===== config.mk =====
export PLATFORM = sky130hd
export DESIGN_NAME = ripple_count_monitor
export DESIGN_NICKNAME = d
export VERILOG_FILES = /design/src/rtl/ripple_mon_pkg.sv /design/src/rtl/ripple_mon_fifo.sv /design/src/rtl/ripple_count_monitor.sv
export SDC_FILE = /design/constraint.sdc
export NUM_CORES = 1
export LEC_CHECK = 0
export CAP_MARGIN = 20
export CORE_MARGIN = 4
export CORE_UTILIZATION = 51
export CTS_BUF_LIST = sky130_fd_sc_hd__clkbuf_16
export CTS_CLUSTER_DIAMETER = 100
export DETAILED_ROUTE_END_ITERATION = 6
export PLACE_DENSITY_LB_ADDON = 0.25
export SYNTH_ARGS = -nofsm -noshare
export SYNTH_HDL_FRONTEND = slang
export SYNTH_SLANG_ARGS = --single-unit

===== constraint.sdc =====
create_clock -name clk -period 2.4 [get_ports clk]
set_input_delay 0.36 -clock clk [delete_from_list [all_inputs] [get_ports clk]]
set_output_delay 0.36 -clock clk [all_outputs]
set_load 0.01 [all_outputs]

===== src/rtl/ripple_mon_pkg.sv =====
// Shared types for the ripple counter monitor: filter states, buffered entry
// layout and buffer depth.
package ripple_mon_pkg;

  localparam int unsigned ENTRY_EXT_W = 8;
  localparam int unsigned FIFO_DEPTH  = 2;

  typedef enum logic {
    TRACK  = 1'b0,
    SETTLE = 1'b1
  } state_t;

  typedef struct packed {
    logic [ENTRY_EXT_W-1:0] count;
    logic                   wrap;
  } entry_t;

endpackage


===== src/rtl/ripple_mon_fifo.sv =====
// Two-entry first-word-fall-through buffer of accepted counts.
// Head is always mem[0]; a pop shifts the second entry forward.
module ripple_mon_fifo
  import ripple_mon_pkg::*;
(
  input  logic   clk,
  input  logic   rst,
  input  logic   push,
  input  entry_t push_data,
  input  logic   pop,
  output entry_t head,
  output logic   full,
  output logic   empty,
  output logic   drop
);

  entry_t     mem [0:FIFO_DEPTH-1];
  logic [1:0] cnt;
  logic       pop_ok;
  logic       push_ok;

  assign empty   = (cnt == 2'd0);
  assign full    = (cnt == 2'(FIFO_DEPTH));
  assign pop_ok  = pop && !empty;
  assign push_ok = push && (!full || pop_ok);
  assign drop    = push && full && !pop_ok;
  assign head    = mem[0];

  always_ff @(posedge clk) begin
    if (rst) begin
      cnt    <= '0;
      mem[0] <= '0;
      mem[1] <= '0;
    end else if (pop_ok) begin
      mem[0] <= mem[1];
      // After the shift the free slot is one below the current fill level.
      if (push_ok) begin
        if (cnt == 2'd2) mem[1] <= push_data;
        else             mem[0] <= push_data;
      end
      if (!push_ok) cnt <= cnt - 2'd1;
    end else if (push_ok) begin
      if (cnt[0]) mem[1] <= push_data;
      else        mem[0] <= push_data;
      cnt <= cnt + 2'd1;
    end
  end

endmodule


===== src/rtl/ripple_count_monitor.sv =====
// Synchronises and de-glitches an asynchronous ripple counter, extends it to a
// wide count and buffers each accepted value for a valid/ready consumer.
module ripple_count_monitor
  import ripple_mon_pkg::*;
#(
  parameter int unsigned CNT_W         = 3,
  parameter int unsigned EXT_W         = ENTRY_EXT_W,
  parameter int unsigned STABLE_CYCLES = 2
) (
  input  logic             clk,
  input  logic             rst,
  input  logic [CNT_W-1:0] cnt_in,
  input  logic             err_clr,
  input  logic             out_ready,
  output logic             out_valid,
  output logic [EXT_W-1:0] out_count,
  output logic             out_wrap,
  output logic             step_err,
  output logic             overrun
);

  localparam logic [3:0] STAB_LAST = 4'(STABLE_CYCLES - 1);

  logic [CNT_W-1:0] sync1, sync2;
  logic [CNT_W-1:0] last, cand;
  logic [EXT_W-1:0] ext;
  logic [3:0]       stab;
  state_t           state;

  logic [CNT_W-1:0] delta;
  logic [EXT_W-1:0] ext_next;
  logic             wrap;
  logic             accept;

  entry_t push_entry;
  entry_t head;
  logic   fifo_full, fifo_empty, fifo_drop;

  assign delta    = cand - last;
  assign ext_next = ext + {{(EXT_W-CNT_W){1'b0}}, delta};
  assign wrap     = (cand < last);
  assign accept   = (state == SETTLE) && (sync2 == cand) && (stab == STAB_LAST);

  always_comb begin
    push_entry       = '0;
    push_entry.count = ext_next;
    push_entry.wrap  = wrap;
  end

  always_ff @(posedge clk) begin
    if (rst) begin
      sync1 <= '0;
      sync2 <= '0;
      last  <= '0;
      cand  <= '0;
      ext   <= '0;
      stab  <= '0;
      state <= TRACK;
    end else begin
      sync1 <= cnt_in;
      sync2 <= sync1;
      case (state)
        TRACK: begin
          if (sync2 != last) begin
            cand  <= sync2;
            stab  <= 4'd1;
            state <= SETTLE;
          end
        end
        SETTLE: begin
          if (sync2 == cand) begin
            if (stab == STAB_LAST) begin
              ext   <= ext_next;
              last  <= cand;
              state <= TRACK;
            end else begin
              stab <= stab + 4'd1;
            end
          end else if (sync2 == last) begin
            state <= TRACK;
          end else begin
            cand <= sync2;
            stab <= 4'd1;
          end
        end
        default: state <= TRACK;
      endcase
    end
  end

  // Set takes priority over err_clr in the same cycle.
  always_ff @(posedge clk) begin
    if (rst) begin
      step_err <= 1'b0;
      overrun  <= 1'b0;
    end else begin
      if (accept && (delta != CNT_W'(1))) step_err <= 1'b1;
      else if (err_clr)                   step_err <= 1'b0;
      if (fifo_drop && fifo_full)         overrun  <= 1'b1;
      else if (err_clr)                   overrun  <= 1'b0;
    end
  end

  ripple_mon_fifo u_fifo (
    .clk       (clk),
    .rst       (rst),
    .push      (accept),
    .push_data (push_entry),
    .pop       (out_valid && out_ready),
    .head      (head),
    .full      (fifo_full),
    .empty     (fifo_empty),
    .drop      (fifo_drop)
  );

  assign out_valid = !fifo_empty;
  assign out_count = head.count;
  assign out_wrap  = head.wrap;

endmodule


Yosys cells after proc, flatten, opt, wreduce, memory -nomap -nowiden
Memory sizes are Yosys's and may differ from the RTL's.
Index checks and enable logic that the tools add are counted.

cells by class
  add/subtract/negate cells = 5
  reductions and logical operators = 21
  equality and inequality tests = 12
  multiplexer cells = 50
  magnitude comparators = 1
  bitwise logic cells = 6

operators by type and width
  kind                                                 count
  two-way mux 9 bit                                    5
  two-way mux 1 bit                                    32
  two-way mux 4 bit                                    4
  logical AND 1 bit                                    9
  two-way mux 3 bit                                    3
  AND reduction 3 bit                                  3
  adder 8 x 3 -> 8 bit                                 1
  != test 2 bit, second input constant                 4
  case mux 4 bit (2 select lines)                      1
  equality test 3 bit                                  2
  two-way mux 2 bit                                    3
  != test 3 bit, second input constant                 2
  case mux 3 bit (2 select lines)                      1
  nonzero test 2 bit                                   3
  bitwise OR 1 bit                                     5
  adder 4 x 1 -> 4 bit, second input constant          1
  equality test 4 x 1 -> 1 bit, second input constant  1
  logical NOT 1 bit                                    3
  < comparator 3 bit                                   1
  != test 3 x 1 -> 1 bit, second input constant        1
  != test 3 bit                                        1
  subtractor 3 bit                                     1
  adder 2 x 1 -> 2 bit, second input constant          1
  equality test 2 bit, second input constant           1
  other kinds (6)                                      6

word-level totals
  output and inout port bits = 12
  register bits after elaboration = 29
  memories = 1
  bits in writable memories = 18

memories
  name        words  bits a word  rd ports  clocked after Yosys merged registers in  wr ports  line                   RTL
  u_fifo.mem  2      9            2         0                                        2         ripple_mon_fifo.sv:17  entry_t mem [0:FIFO_DEPTH-1];

Longest topological paths before layout
  word-level depth = 12
  mapped depth = 11
  mapped depth without buffers = 11

Hierarchy
From an unflattened synthesis, not the netlist that was laid out.

unflattened totals
  cells, all modules = 235
  area total of the unflattened synthesis = 2417.3 um^2

by module, submodules not included
  module                cells an instance  area an instance (um^2)  times used  sequential area each (um^2)
  ripple_count_monitor  157                1408.9                   1           540.5
  ripple_mon_fifo       78                 1008.5                   1           580.6

Worst setup path after synthesis
Ideal clock, no wire load.

  path type = register -> register
  start = reg cand[0]
  end = mem u_fifo.mem[0][7] in the netlist's numbering, data pin
  slack = -9 ps
  path buffers = 0
  cell stages (with the launch flop) = 10
  setup time = 259 ps
  clock period less this slack = 2409 ps
  arrival = 2151 ps
  data required time = 2141 ps
  cells stage by stage = dfxtp_1 inv_1 ha_1 inv_1 fa_1 fa_1 a21oi_1 and4b_1 xnor2_1 o21ai_1

RTL lines
  element                   line                        RTL
  start: declaration        ripple_count_monitor.sv:25  logic [CNT_W-1:0] last, cand;
  start signal: assignment  ripple_count_monitor.sv:65  cand <= sync2;
  start signal: assignment  ripple_count_monitor.sv:82  cand <= sync2;
  end: declaration          ripple_mon_fifo.sv:17

==> run_results.csv <==
group,metric,value,unit
outcome,outcome,"finished with violations",
outcome,violations,"negative setup slack",
synth,synth.avg_cell_area,9.86,µm²
synth,seq_area_frac_synth,50.1,%
placed_design,dp_slack,-0.0856,ns
placed_design,place_hpwl,2940,µm
sta,tightest_slew,0.413,ns
worst_setup_path,slowest_delay,0.51,ns
worst_setup_path,end_kind,"register",
grt,grt_usage,17.3,%
job,cap_violations,0,
synth,synthCells,227,
placed_design,portBuffers,18,
synth,yosysTopAreaCellShare,25.9,%
pwr,leakagePower,0.957,nW
clock_tree,clkTransAtPathRegs,0.06,ns
layout,nets,273,
sta,fin_ws,-0.0482,ns
sta,min_period_over_period,102,%
worst_setup_path,worstSetupStartpointType,"register",
worst_setup_path,worstPathRequired,2.43,ns
worst_setup_path,crit_fanout,3,
grt,antenna_found_initial,0,
grt,grt_max_degree,30,
sta,holdWs,0.438,ns
floorplan,start_util,54.4,%
drt,ant_nets,0,
layout,final_cell_mix,"27 x dfxtp_1, 24 x nor2_1, 18 x clkdlybuf4s50_1, 18 x edfxtp_1, 16 x nand2_1",
layout,nFillCells,323,
clock_tree,clock_sinks,47,
sta,final_max_slew_viol_count,0,
placed_design,gp_congestion,0.832,
sta,fin_setup_tns,-0.0482,ns
pwr,p_per_area,644,nW/µm²
sta,slew_headroom,72.5,%
synth,ys_ff_latch,47,
floorplan,rows,23,
sta,setup_violations,1,
floorplan,core-area,4120,µm²
sta,fmax,408,MHz
pwr,ir_drop,346,µV
grt,grt_pass1_wl,7200,µm
synth,synth.cell_area,2240,µm²
sta,fin_crit,2.45,ns
clock_tree,htreeDepth,2,
floorplan,die_y,74.3,µm
drt,viasPerCell,5.45,
sta,rsz0062_at_grt,"yes",
layout,final_common_cell,"dfxtp_1",
worst_setup_path,r2r_slack,-0.05,ns
synth,synthTopCellsByArea,"dfxtp_1 26%, edfxtp_1 24%, ha_1 4.5%",
synth,synth_cell_types,42,
floorplan,fp.dieArea,5510,µm²
drt,drc,0,
layout,multiInputGateArea,1110,µm²
drt,wire_per_inst,14.0,µm
worst_setup_path,cp_slowest_cell,"fa_2",
layout,ff_latch_area,1120,µm²
drt,dr.pass1.iters,4,
drt,wl,4290,µm
synth,synth_top_cell_by_area,"dfxtp_1",
worst_setup_path,path_class,"register to register",
grt,grt_overflow,0,
layout,antenna_cells,0,
worst_hold_path,min_path_type,"register to register",
pwr,fin_total_pwr,0.00179,W
clock_tree,insertion_delay,0.29,ns
floorplan,die_w,74.3,µm
synth,syn-num-nets,244,
worst_setup_path,crit_arrival,2.47,ns
drt,drt-initial-drc-count,119,
clock_tree,cts_buffer_depth,2,
sta,hold_viol,0,
drt,vias,1674,
grt,grt_pass1_vias,1584,
worst_setup_path,crit_path_cell_trace,"inv_2, ha_4, inv_2, fa_2, fa_2, a21oi_2, and4b_2, xnor2_2, o21ai_1",
clock_tree,clock-root-buffer,"clkbuf_16",
sta,fin_worst_skew,0.00868,ns
floorplan,ios,19,
clock_tree,hold_buffers,0,
synth,yosys_warnings,0,
layout,finalCoreUtilization,67.4,%
clock_tree,cts_tree,"built",
clock_tree,cts_buffers,5,
layout,drive_gt1_share,17.9,%
layout,areaGrowthSynthToFinish,23.9,%
[per-layer routing]
metal / track usage [%] / wire length (µm) / up-vias
met1: 20.7 / 1920 / 782
met3: 4.05 / 184 / 11
met2: 29.2 / 2070 / 40
met4: 8.89 / 109 / 0
li1: - / - / 841
met5: 0 / 0 / -
[state kept, by name, summed over array words and instances (netlist names)]
signal	flops
u_fifo.mem	18
sync1	3
cand	3
state	1
last	3
stab	4
step_err	1
sync2	3
u_fifo.cnt	2
overrun	1
ext	8
[power breakdown]
part           switching [W]  leakage, nW  internal, W
combinational      0.0000881        0.457    0.0000656
clock               0.000278       0.0774     0.000485
sequential         0.0000143        0.423     0.000854
total               0.000381        0.957      0.00140
[logic make-up (layout without fill, tap and decap cells)]
group           Yosys count  in the layout  synth area share, %
compound gates           41             41                 10.7
xor+xnor                 18             18                 7.04
fa+ha+maj                10             10                 6.26
buf+inv                  18             48                 3.86
flops                    47             47                 50.1
mux                       3              3                 1.34
simple gates             90             90                 20.7
[through the flow]
stage	cell area, µm²	cells
2_1_floorplan	2240	227
3_3_place_gp	2510	296
3_5_place_dp	2510	296
4_1_cts	2700	305
5_1_grt	2770	307
6_report	2770	307
[critical path, delay by kind of cell (launching register included)]
family	cells	cell delay, ns
adder cells (fa/ha/maj)	3	1.07
AO/OA/AOI/OAI	2	0.25
AND/OR/NAND/NOR	1	0.27
buffers and inverters	2	0.11
XOR/XNOR	1	0.17
flip-flops	1	0.32
[final timing paths]
check                           startpoint  cells after the start          endpoint
worst max-delay path               cand[0]                      9  u_fifo.mem[0][7]
worst min-delay path              sync1[0]                      1          sync2[0]
worst min register to register    sync1[0]                      1          sync2[0]
worst max register to register     cand[0]                      9  u_fifo.mem[0][7]
[cell usage after synthesis, drive strengths merged]
cell type and number:
or3 3, a31oi 1, nor3 5, nor2 27, o211ai 1, inv 8
a211o 1, buf 5, and4 1, a21oi 17, nand2 17, o21ai 13
nand4 2, edfxtp 18, ha 8, nor2b 10, xor2 7, a21o 3
and2 3, a311o 1, nand2b 2, fa 2, dfxtp 29, xnor2 11
nand3 16, or2 2, mux2i 3, nand4b 1, and4b 1, clkbuf 5
a211oi 3, o31ai 1
[area by class of cell]
class | count | share of cell area, %
flip-flops and latches | 47 | 40.5
repair buffers | 32 | 10.3
clock inverters | 3 | 1.40
inverters | 8 | 1.08
clock buffers | 5 | 4.51
multi-input cells | 162 | 39.9
well taps | 50 | 2.26
[what timing repair did]
action / in CTS / in global routing
pin swaps: 2 / 10
endpoints found under the setup margin: 9 / 16
setup buffers: 1 / 2
resized for setup: 4 / 14
(Power assumes the default switching activity.)
==> RTL change 1, RTL diff (config.mk and constraints unchanged) <==
Make the reset (`rst`) asynchronous in 3 clocked blocks.
--- a/src/rtl/ripple_mon_fifo.sv
+++ b/src/rtl/ripple_mon_fifo.sv
@@ -26,7 +26,7 @@
   assign drop    = push && full && !pop_ok;
   assign head    = mem[0];
 
-  always_ff @(posedge clk) begin
+  always_ff @(posedge clk or posedge rst) begin
     if (rst) begin
       cnt    <= '0;
       mem[0] <= '0;
--- a/src/rtl/ripple_count_monitor.sv
+++ b/src/rtl/ripple_count_monitor.sv
@@ -47,7 +47,7 @@
     push_entry.wrap  = wrap;
   end
 
-  always_ff @(posedge clk) begin
+  always_ff @(posedge clk or posedge rst) begin
     if (rst) begin
       sync1 <= '0;
       sync2 <= '0;
@@ -89,7 +89,7 @@
   end
 
   // Set takes priority over err_clr in the same cycle.
-  always_ff @(posedge clk) begin
+  always_ff @(posedge clk or posedge rst) begin
     if (rst) begin
       step_err <= 1'b0;
       overrun  <= 1'b0;
Function: differs if rst is asserted again (counterexample within 10 cycles, from zero or initial values and one cycle with rst high); with rst held inactive, the same outputs for 10 cycles.
==> RTL change 1 against the original RTL <==
The run still ends with setup timing left. Worst setup slack lost 0.093 ns. Cell area is 1.9% higher. Routed wire length decreased by 2.5%. Critical path depth increased by 2. Area after synthesis rose by 3.8%. Sequential cell count did not move. Critical path type unchanged. Critical endpoint is now u_fifo.mem[5]. Highest routed layer unchanged.
Power is not compared: it rests on default switching activity, and its combinational part moved more than twofold at a synthesized area within 25%.
==> RTL change 1: results (changes against the original RTL) <==
| Metric | Value |
|---|---|
| Setup violators final | 11 (+10) |
| Syn nets | 234 (-4.1%) |
| Final worst setup slack | -0.141 ns (-0.0926 ns) |
| Seq/Total Area, Yosys | 50.6% (+0.54 points) |
| Hold Crit Start | sync1[2] |
| Routability cong. | 0.809 (-2.8%) |
| Status | finished, violations left |
| Compound-cell area share of the yosys netlist | 9.59% (-1.1 points) |
| Global-route wire length before repair | 6960 um (-3.3%) |
| CP max FO | 4 (+1) |
| Critical R2R Capture | u_fifo.mem[5] |
| Hold Path End | sync2[2] |
| Mux contribution to synthesized area | 7.38% (+6.0 points) |
| GRT met3 Usage | 4.22% (+0.17 points) |
| GR Util All Layers | 16.2% (-1.1 points) |
| Met1 usage | 23.1% (+2.5 points) |
| Final net count | 262 (-4.0%) |
| Post-synth top cells | 47 x dfrtp_1, 32 x nand2_1, 14 x xnor2_1, 13 x inv_1, 13 x o21ai_0 |
| Synth Area in XOR/XNOR | 7.16% (+0.12 points) |
| Vias per cell | 5.21 (-4.4%) |
| Share of cells above drive strength 1 | 21.7% (+3.8 points) |
| Ys flop type | dfrtp_1 |
| Violated checks | setup timing |
| Vias in the first global route | 1464 (-7.6%) |
| Measured slew at the worst slew-check pin | 0.421 ns (+0.00796 ns) |
| HPWL after DPL | 2900 um (-1.4%) |
| Post-Synth Adder-Cell Area | 6.57% (+0.31 points) |
| Synth unique cells | 40 (-4.8%) |
| Largest net degree at the start of global routing | 20 (-33%) |
-- RTL change 1: routing by layer --
layer,part of all wire (%),vias to the layer above
li1,-,773
met1,49,731
met2,45,31
met3,3.6,8
met4,2.1,0
met5,0,-
-- RTL change 1: cell families (layout without fill, tap and decap cells) --
logic type | Yosys count | in the layout
buf+inv | 27 | 55
xor+xnor | 19 | 19
flops | 47 | 47
fa+ha+maj | 11 | 11
compound gates | 36 | 36
mux | 16 | 16
simple gates | 60 | 60
-- RTL change 1: worst max-delay path by stage --
stage,endpoint,slack [ns],depth (start not counted)
CTS,u_fifo.head[6],-0.11,11
global route,u_fifo.head[6],-0.24,11
floorplan,u_fifo.mem[8],-0.01,10
detailed placement,u_fifo.mem[8],-0.15,10
global placement,u_fifo.head[6],-0.08,11
finish,u_fifo.mem[5],-0.14,11
-- RTL change 1: critical path, delay by kind of cell (launching register included) --
kind            cells  cell delay [ns]
simple gates        1             0.18
buf+inv             4             0.27
xor+xnor            1             0.15
flops               1             0.40
fa+ha+maj           3             1.07
compound gates      1             0.08
mux                 1             0.26
-- RTL change 1: repair_timing --
action / CTS / global route
setup endpoints to repair: 7 / 12
setup buffers: 4 / 3
gates resized for setup: 7 / 13
pin swaps: 5 / 9
-- RTL change 1: cell type report --
class / instances / area, um2
Tap cell: 52 / 65.1
Multi-Input combinational cell: 142 / 1090
Inverter: 13 / 51.3
Clock inverter: 2 / 8.76
Clock buffer: 5 / 125
Sequential cell: 47 / 1180
Fill cell: 335 / 1560
Timing Repair Buffer: 35 / 308
-- RTL change 1: per-stage QoR --
| stage | hold WS (ns) | total power, uW | setup slack (ns) | instances | utilization [%] |
|---|---|---|---|---|---|
| after global placement | 0.332 | 2640 | -0.0798 | 282 | 58.3 |
| final | 0.348 | 3650 | -0.141 | 296 | 64.4 |
| after floorplan | 0.331 | 2280 | -0.0145 | 216 | - |
| after CTS | 0.349 | 3450 | -0.106 | 293 | 62.6 |
| after detailed placement | 0.336 | 2660 | -0.154 | 282 | 58.3 |
| after global routing | 0.356 | 3950 | -0.244 | 296 | 64.4 |
-- RTL change 1: power breakdown --
part	leakage (uW)	internal, uW	total [uW]	switching, uW
Combinational	0.000639	904	1810	908
Sequential	0.000598	1010	1180	173
Clock	0.0000671	375	650	276
Total	0.00130	2290	3650	1360
==> RTL change 2, RTL diff (same settings) <==
Made on the original files. Change the package constant `ENTRY_EXT_W` from 8 to 9.
--- a/src/rtl/ripple_mon_pkg.sv
+++ b/src/rtl/ripple_mon_pkg.sv
@@ -2,7 +2,7 @@
 // layout and buffer depth.
 package ripple_mon_pkg;
 
-  localparam int unsigned ENTRY_EXT_W = 8;
+  localparam int unsigned ENTRY_EXT_W = 9;
   localparam int unsigned FIFO_DEPTH  = 2;
 
   typedef enum logic {
Interface: changed (resized out_count); port bits go from 19 to 20. No check against the original RTL was run, so the function may have changed too.
==> RTL change 2 against the original RTL <==
The run still ends with setup timing left. Sequential share of layout area up 0.19 points. Area after synthesis up 4.2%. Worst setup slack better by 0.029 ns. Routed wire length up 7.8%. Clock skew down 0.0048 ns. Synthesized cell count up 5.7%. Die area up 3.8%. Global-route usage up 0.39 points. Cell area up 6.6%. Total power up 5.1%. Sequential cell count up 3. Critical endpoint is now ext[8].
==> RTL change 2: results (changes against the original RTL) <==
| Metric | Value |
|---|---|
| Final Skew | 0.00392 ns (-0.00477 ns) |
| Hold Path End | sync2[1] |
| GR Util All Layers | 17.7% (+0.39 points) |
| Post-Place Setup Slack | -0.110 ns (-0.0242 ns) |
| Hold slack | 0.440 ns (+0.00272 ns) |
| Routability cong. | 0.774 (-6.9%) |
| Area after DPL | 2660 um2 (+5.8%) |
| Post-synth EDFFs | 20 (+2) |
| DR top layer | met4 |
| Leak | 0.00103 uW (+8.1%) |
| Worst EP arrival | 2.64 ns (+0.17 ns) |
| Final net count | 289 (+5.9%) |
| Compound-cell area share of the yosys netlist | 11.3% (+0.64 points) |
| CP endpoint | ext[8] |
| Syn nets | 257 (+5.3%) |
| Violated checks | setup timing |
| WL final | 4620 um (+7.8%) |
| Vias in the first global route | 1685 (+6.4%) |
| Post-synth top cells | 30 x dfxtp_1, 28 x nor2_1, 20 x edfxtp_1, 18 x o21ai_0, 17 x nand2_1 |
| HPWL after DPL | 3080 um (+4.9%) |
| Synth top area cells | dfxtp_1 26%, edfxtp_1 26%, xnor2_1 4.9% |
| Seq/Total Area, Yosys | 51.5% (+1.4 points) |
| Met3 routed WL | 156 um (-15%) |
| Final worst setup slack | -0.0188 ns (+0.0294 ns) |
| Peak VDD IR | 0.454 mV (+31%) |
| Share of cells above drive strength 1 | 19.4% (+1.5 points) |
| Status | finished, violations left |
| WL/cell | 14.2 um (+1.8%) |
| Setup tns final | -0.0188 ns (+0.0294 ns) |
| Vias per cell | 5.35 (-1.9%) |
| Worst Reg-to-Reg Cells | 10 (+1) |
| Largest registers | u_fifo.mem (20), ext (9), stab (4) |
| Setup violators final | 1 (unchanged) |
| Synth Area in XOR/XNOR | 7.13% (+0.088 points) |
| Mux contribution to synthesized area | 0.858% (-0.48 points) |
| H-tree depth | 2 (unchanged) |
| Synth unique cells | 37 (-12%) |
| Post-Synth Adder-Cell Area | 6.01% (-0.26 points) |
| Post-Route M1 WL | 2170 um (+13%) |
| Met2 WL post-DR | 2230 um (+7.5%) |
| Cells after DPL | 316 (+6.8%) |
| Buffers on Ports | 19 (+1) |
[RTL change 2: cell types whose count changed after synthesis, moves of 3 or more]
cell | unedited run | this run
o21ai_0 | 4 | 18
o21ai_1 | 9 | 0
nor4_1 | 0 | 4
inv_1 | 8 | 11
nor2_1 | 25 | 28
nor2b_1 | 10 | 7
or3_2 | 0 | 3
[RTL change 2: area by class of cell]
class,instances,area [um2]
fill,348,1430
sequential,50,1200
multi-input combinational,168,1160
timing repair buffer,36,318
clock buffer,5,125
tap,52,65.1
inverter,11,41.3
clock inverter,3,40.0
[RTL change 2: cells by family after synthesis]
kind of cell               Yosys count
AOI/OAI and AO/OA                   46
xor gates and xnor gates            19
adders and majority gates           10
buffers and inverters               22
DFF                                 50
muxes                                2
and+or+nand+nor                     91
[RTL change 2: critical path: stages (launching register included)]
cell	delay, ns
dfxtp_2	0.32
inv_2	0.06
ha_4	0.12
inv_2	0.04
fa_2	0.55
inv_2	0.04
fa_2	0.37
nor2b_4	0.19
o2111ai_4	0.16
or3_4	0.36
a21oi_2	0.13
[RTL change 2: power groups by stage]
| stage | registers (uW) | logic, uW | clock network, uW |
|---|---|---|---|
| 6_report | 924 | 161 | 791 |
| 5_1_grt | 927 | 179 | 822 |
| 4_1_cts | 924 | 154 | 795 |
| 3_5_place_dp | 943 | 150 | 0 |
| 3_3_place_gp | 942 | 150 | 0 |
| 2_1_floorplan | 946 | 81.9 | 0 |
[RTL change 2: timing repair]
| item | in CTS | in global routing |
|---|---|---|
| setup endpoints to repair | 13 | 18 |
| pin swaps | 5 | 3 |
| setup buffers | 1 | 0 |
| endpoints found under the hold margin | 0 | 0 |
| gates resized for setup | 11 | 21 |
